`config.mk`:
```
export PLATFORM = sky130hd
export DESIGN_NAME = grant_burst_ctrl
export DESIGN_NICKNAME = d
export VERILOG_FILES = /design/src/rtl/grant_burst_pkg.sv /design/src/rtl/onehot_enc.sv /design/src/rtl/grant_burst_ctrl.sv
export SDC_FILE = /design/constraint.sdc
export NUM_CORES = 1
export LEC_CHECK = 0
export ABC_CLOCK_PERIOD_IN_PS = 3400
export CORE_MARGIN = 4
export CORE_UTILIZATION = 30
export CTS_BUF_LIST = sky130_fd_sc_hd__clkbuf_4 sky130_fd_sc_hd__clkbuf_8
export DETAILED_ROUTE_END_ITERATION = 10
export PLACE_DENSITY = 0.8
export SLEW_MARGIN = 25
export SYNTH_ARGS = -nofsm -noshare
export SYNTH_HDL_FRONTEND = slang
export SYNTH_SLANG_ARGS = --single-unit
```
`constraint.sdc`:
```
create_clock -name CLK -period 3.4 [get_ports CLK]
set_input_delay 0.68 -clock CLK [delete_from_list [all_inputs] [get_ports CLK]]
set_output_delay 0.68 -clock CLK [all_outputs]
set_load 0.05 [all_outputs]
```
`src/rtl/grant_burst_pkg.sv`:
```
// Shared types and defaults for the grant-driven burst controller.
package grant_burst_pkg;

  typedef enum logic [1:0] {IDLE, XFER, FIN} state_e;

  localparam int N_REQ_DEF     = 4;
  localparam int DATA_W_DEF    = 8;
  localparam int BURST_LEN_DEF = 4;

  // Index width that stays at least one bit wide for degenerate N=1.
  function automatic int idx_w(input int n);
    return (n > 1) ? $clog2(n) : 1;
  endfunction

endpackage

```
`src/rtl/onehot_enc.sv`:
```
// One-hot to binary encoder with exact-one and more-than-one flags.
module onehot_enc
  import grant_burst_pkg::*;
#(
  parameter  int N  = 4,
  localparam int IW = idx_w(N)
) (
  input  logic [N-1:0]  vec,
  output logic [IW-1:0] idx,
  output logic          valid,
  output logic          multi
);

  // Clearing the lowest set bit leaves something only if two or more were set.
  assign multi = |(vec & (vec - 1'b1));
  assign valid = (|vec) & ~multi;

  always_comb begin
    idx = '0;
    for (int i = 0; i < N; i++) begin
      if (vec[i]) idx = idx | IW'(i);
    end
  end

endmodule

```
`src/rtl/grant_burst_ctrl.sv`:
```
// Latches a one-hot grant as owner and streams a fixed-length burst of the
// owner's data over a valid/ready channel, with per-requester ack/done pulses.
module grant_burst_ctrl
  import grant_burst_pkg::*;
#(
  parameter  int N_REQ     = N_REQ_DEF,
  parameter  int DATA_W    = DATA_W_DEF,
  parameter  int BURST_LEN = BURST_LEN_DEF,
  localparam int ID_W      = idx_w(N_REQ),
  localparam int CNT_W     = $clog2(BURST_LEN + 1)
) (
  input  logic                    CLK,
  input  logic                    RST,
  input  logic [N_REQ-1:0]        GNT,
  input  logic [N_REQ*DATA_W-1:0] REQ_DATA,
  output logic                    BUSY,
  output logic                    OUT_VALID,
  input  logic                    OUT_READY,
  output logic [DATA_W-1:0]       OUT_DATA,
  output logic [ID_W-1:0]         OUT_ID,
  output logic                    OUT_LAST,
  output logic [N_REQ-1:0]        DATA_ACK,
  output logic [N_REQ-1:0]        DONE,
  output logic                    ERR
);

  localparam logic [CNT_W-1:0] LAST_CNT = CNT_W'(BURST_LEN - 1);

  state_e                          state_q, state_d;
  logic   [ID_W-1:0]               owner_q, owner_d;
  logic   [CNT_W-1:0]              cnt_q, cnt_d;
  logic                            err_q, err_d;
  logic   [ID_W-1:0]               gnt_idx;
  logic                            gnt_one, gnt_multi;
  logic   [N_REQ-1:0]              owner_oh;
  logic   [N_REQ-1:0][DATA_W-1:0]  req_data;

  assign req_data = REQ_DATA;
  assign ERR      = err_q;

  onehot_enc #(.N(N_REQ)) u_gnt_enc (
    .vec   (GNT),
    .idx   (gnt_idx),
    .valid (gnt_one),
    .multi (gnt_multi)
  );

  always_comb begin
    for (int i = 0; i < N_REQ; i++) owner_oh[i] = (owner_q == ID_W'(i));
  end

  always_comb begin
    state_d   = state_q;
    owner_d   = owner_q;
    cnt_d     = cnt_q;
    err_d     = err_q;
    BUSY      = 1'b0;
    OUT_VALID = 1'b0;
    OUT_DATA  = '0;
    OUT_ID    = '0;
    OUT_LAST  = 1'b0;
    DATA_ACK  = '0;
    DONE      = '0;
    case (state_q)
      IDLE: begin
        // A malformed grant is flagged and dropped rather than guessed at.
        if (gnt_multi) begin
          err_d = 1'b1;
        end else if (gnt_one) begin
          owner_d = gnt_idx;
          cnt_d   = '0;
          state_d = XFER;
        end
      end
      XFER: begin
        BUSY      = 1'b1;
        OUT_VALID = 1'b1;
        OUT_ID    = owner_q;
        OUT_DATA  = req_data[owner_q];
        OUT_LAST  = (cnt_q == LAST_CNT);
        if (OUT_READY) begin
          DATA_ACK = owner_oh;
          cnt_d    = cnt_q + CNT_W'(1);
          if (OUT_LAST) state_d = FIN;
        end
      end
      FIN: begin
        BUSY    = 1'b1;
        DONE    = owner_oh;
        state_d = IDLE;
      end
      default: state_d = IDLE;
    endcase
  end

  always_ff @(posedge CLK or negedge RST) begin
    if (!RST) begin
      state_q <= IDLE;
      owner_q <= '0;
      cnt_q   <= '0;
      err_q   <= 1'b0;
    end else begin
      state_q <= state_d;
      owner_q <= owner_d;
      cnt_q   <= cnt_d;
      err_q   <= err_d;
    end
  end

endmodule
```
# --- Word level (Yosys, flattened, before mapping) ---
# Cells that the tools add are included.
word_totals:
  out_inout_bits: 22
  elab_cells: 52
  reg_bits: 8
  inputBits: 39
classes:
  n_reduce_logical: 10
  addsub: 2
  eq_ne: 10
  bitwise_logic: 3
  n_mux: 22
  n_lt_le_gt_ge: 1
op_table:
  columns: ["op", "n"]
  rows:
  - ["$bmux 8 s2", 1]
  - ["$mux 8", 2]
  - ["$mux 2", 7]
  - ["$mux 4", 3]
  - ["$mux 3", 3]
  - ["$ne 2x2->1 const B", 4]
  - ["$reduce_and 4->1", 2]
  - ["$reduce_or 4->1", 2]
  - ["$eq 2x2->1 const B", 3]
  - ["$pmux 3 s2", 1]
  - ["$and 4x4->4", 1]
  - ["$eq 2x1->1 const B", 2]
  - ["$logic_not 2->1", 2]
  - ["$mux 1", 4]
  - ["$pmux 2 s2", 1]
  - ["$sub 4x1->4 const B", 1]
  - ["$add 3x1->3 const B", 1]
  - ["$eq 3x2->1 const B", 1]
  - ["$lt 2x3->1 const B", 1]
  - ["$reduce_and 3->1", 1]
  - ["$reduce_and 2->1", 1]
  - ["$reduce_bool 2->1", 1]
  - ["$reduce_or 2->1", 1]
  - ["$and 1x1->1", 1]
  - ["$not 1->1", 1]

# --- Longest topological paths before layout ---
depth:
  word_depth: 8
  mapped_depth: 6
  ltp_nobuf: 6

# --- Modules after synthesis ---
# From an unflattened synthesis, not the netlist that was laid out.
hier_totals:
  cells_unflattened: 84
  hier_area_um2: 879.6
by_module_without_submodules:
  columns: ["module", "instances", "seq_area_each_um2", "cells_each", "area_each_um2"]
  rows:
  - ["grant_burst_ctrl", 1, 200.2, 74, 812.0]
  - ["onehot_enc", 1, 0.0, 10, 67.6]

# --- Worst setup path after synthesis ---
# Ideal clock, no wire load.
synth_path:
  path_type: "flip-flop to output port"
  startpoint: "reg state_q[1]"
  endpoint: "out DATA_ACK[2]"
  t_arrival_ns: 2.474
  t_required_ns: 2.720
  setup_slack_ns: 0.246
  path_buffers: 0
  path_stages_with_launch: 5
  cell_sequence: "dfrtp_1 -> inv_1 -> ha_1 -> nand2_1 -> nor3b_1"
synth_between:
  elab_chain_cells: 2
synth_lines:
  columns: ["element", "line", "text"]
  rows:
  - ["start: declaration", "grant_burst_ctrl.sv:29", "state_e state_q, state_d;"]
  - ["start signal: assignment", "grant_burst_ctrl.sv:103", "state_q <= state_d;"]
  - ["$eq 2x1->1", "grant_burst_ctrl.sv:64", "case (state_q)"]
  - ["$mux 4", "grant_burst_ctrl.sv:64", null]
  - ["end: declaration", "grant_burst_ctrl.sv:22", "output logic [N_REQ-1:0] DATA_ACK,"]
# Every way passes these cells.

# --- Final worst setup path ---
layout_path:
  startpoint: "reg owner_q[0]"
  endpoint: "out OUT_DATA[1]"
layout_between:
  elab_chain_cells: 3
layout_lines:
  columns: ["element", "line", "text"]
  rows:
  - ["start: declaration", "grant_burst_ctrl.sv:30", "logic [ID_W-1:0] owner_q, owner_d;"]
  - ["start signal: assignment", "grant_burst_ctrl.sv:104", "owner_q <= owner_d;"]
  - ["$bmux 8 s2", "grant_burst_ctrl.sv:79", "OUT_DATA = req_data[owner_q];"]
  - ["$mux 8 (implied by the code)", "grant_burst_ctrl.sv:79", null]
  - ["$mux 8", "grant_burst_ctrl.sv:64", null]
  - ["end: declaration", "grant_burst_ctrl.sv:19", "output logic [DATA_W-1:0] OUT_DATA,"]
# Every way passes these cells. The select of a mux whose other input is x is not followed.

==> metrics.cfg <==
[sta]
fin_ws_ns = 0.184
finalHoldViolations = 0
clock.fmax_mhz = 311
period_needed_ns = 3.22
rsz0062_at_grt = no
worstMarginPinSlew_ns = 0.744
max_slew_margin_pct = 50.4
skew_ns = 0.00317
holdWs_ns = 0.480
tns_ns = 0
setup_viol = 0
slew_viol_final = 0
period_share_pct = 94.6

[cells_and_area]
n_antenna_cell = 0
seqCellArea_um2 = 200
layout_commonest_cell = clkdlybuf4s50_1
num-fill-cells = 275
drive_gt1_share_pct = 14.4
nets = 199
final_util_pct = 51.9
multi_input_area_um2 = 678
area_growth_pct = 67.7
mostFrequentLayoutCells = clkdlybuf4s50_1 (57), and2_1 (11), nand2_1 (9)

[grt]
track_usage_pct = 14.5
antenna_found_initial = 0
overflow = 0
grt_max_degree = 21
grt_pass1_vias = 946
grt_pass1_wl_mm = 4.62

[clock_network]
cts_buffer_depth = 2
cts.root.buffer_cell = clkbuf_4
cts_max_level = 1
cts_tree = done
cts_resized = 0
insertion_delay_ns = 0.26
numCtsBuffers = 3
clk_pin_slew_ns = 0.05
clock_sinks = 8
post_cts_buffers = 0
ctsHoldBuffers = 0

[synthesis]
synth_ff_type = dfrtp_1
async_reset_ff_share_pct = 100
yosys_warnings = 0
synth_cell_type_count = 34
yosys_register_bits = 8
synth_seq_area_share_pct = 21.4
syn_avg_cell_area_um2 = 9.66
yosys.area.top_type = dfrtp_1
syn_area_um2 = 937
syn-num-nets = 141
synth_top_area_share_pct = 21.4
synth.area.mux_share_pct = 19.2
synth_compound_area_share_pct = 15.2
synth_edf_count = 0
synth_top_family_by_area = simple AND/OR/NAND/NOR gates
synthAdderAreaFrac_pct = 7.74
yosys-top-cells-area = dfrtp_1 (21%), mux4_2 (19%), and2_1 (7.3%)
synth-simple-area-share_pct = 27.2
syn_inst = 97
synth_xor_xnor_area_share_pct = 2.94

[routing]
route.vias.total = 965
first_pass_iters = 4
viasPerCell = 4.90
ant_nets = 0
wl_mm = 3.01
wl_per_cell_um = 15.3
first_iter_violations = 81
drc = 0

[setup_path]
critPathMaxStageDelay_ns = 0.82
crit_path_end_kind = output pin
arrival_ns = 2.54
crit_required_ns = 2.72
cp_slowest_cell = dfrtp_1
start_kind = flip-flop
critical_path.cell_chain = mux4_2 > and2_1 > clkdlybuf4s50_1
crit_type = flip-flop to output pin
crit_path_max_fanout = 19

[place]
pre_cts_ws_ns = 0.297
gp_congestion = 0.770
post-dp-hpwl_mm = 2.48
numPortBuffers = 60

[floorplanning]
die_area_mm2 = 0.00408
core_mm2 = 0.00303
ios = 61
die_h_um = 63.9
die_w_um = 63.9
initial_core_util_pct = 31.0
num_rows = 20

[job]
cap_violations = 0

[worst_hold_path]
worstHoldPathType = flip-flop to flip-flop

[pwr]
p_per_area_mw_per_mm2 = 580
finalPower_w = 0.000911
leakagePower_nw = 0.605
vdd_drop_max_mv = 0.278

[outcome]
status = completed

==> path summary, 6_finish.rpt <==
path / startpoint / endpoint / slack, ns / depth (start not counted)
setup / recovery: owner_q[0] / OUT_DATA[1] / 0.18 / 3
hold reg to reg: ERR / ERR / 0.48 / 1
min in group asynchronous: RST / owner_q[1] / 0.71 / 1
hold / removal: ERR / ERR / 0.48 / 1
max in group asynchronous: RST / cnt_q[2] / 2.42 / 1
setup reg to reg: state_q[1] / state_q[1] / 1.60 / 6
==> critical path: cells and delay by family, from the launching register on <==
kind,cells,cell delay [ns]
buf+inv,1,0.70
flops,1,0.82
mux,1,0.59
simple gates,1,0.17
==> power by group <==
part / switching (W) / leakage, nW / total, W / internal (W)
clock: 0.0000345 / 0.0138 / 0.0000751 / 0.0000405
combinational: 0.000394 / 0.496 / 0.000668 / 0.000274
sequential: 0.0000485 / 0.0949 / 0.000168 / 0.000120
total: 0.000477 / 0.605 / 0.000911 / 0.000434
==> registers in the layout, indices dropped and copies added, names as in the netlist <==
signal	cells
ERR	1
cnt_q	3
owner_q	2
state_q	2
==> metrics by stage <==
step,area [um2],instances
2_1_floorplan,937,97
4_1_cts,1570,197
3_3_place_gp,1550,194
6_report,1570,197
3_5_place_dp,1550,194
5_1_grt,1570,197
==> logic make-up after synthesis <==
group | Yosys count
compound gates | 19
simple gates | 43
buf+inv | 12
flops | 8
fa+ha+maj | 6
mux | 8
xor+xnor | 1
==> area by class of cell <==
cell class | count | share of cell area (%)
multi-input combinational | 77 | 43.2
timing repair buffer | 61 | 38.2
sequential | 8 | 12.7
tap | 44 | 3.50
clock buffer | 3 | 1.43
inverter | 4 | 0.955
==> per-layer routing <==
metal  share of wire [%]  vias to the layer above  global-route usage [%]
li1                    -                      469                       -
met1                  44                      438                    16.8
met2                  44                       54                    24.1
met3                  11                        4                    4.57
met4                 1.3                        0                    6.47
met5                   0                        -                       0
==> cell usage after synthesis, types with 2 or more instances <==
cell      count
nor4b_2       2
clkbuf_1      4
buf_2         2
inv_1         4
nor3b_1       4
nand2_1       9
nor2_1        4
dfrtp_1       8
ha_1          5
and2_1       11
mux4_2        8
and3_1        2
nand3_1       3
a21oi_1       2
nor3_1        3
o21ai_0       7
o311ai_1      2
Power figures use the tool's default switching activity.
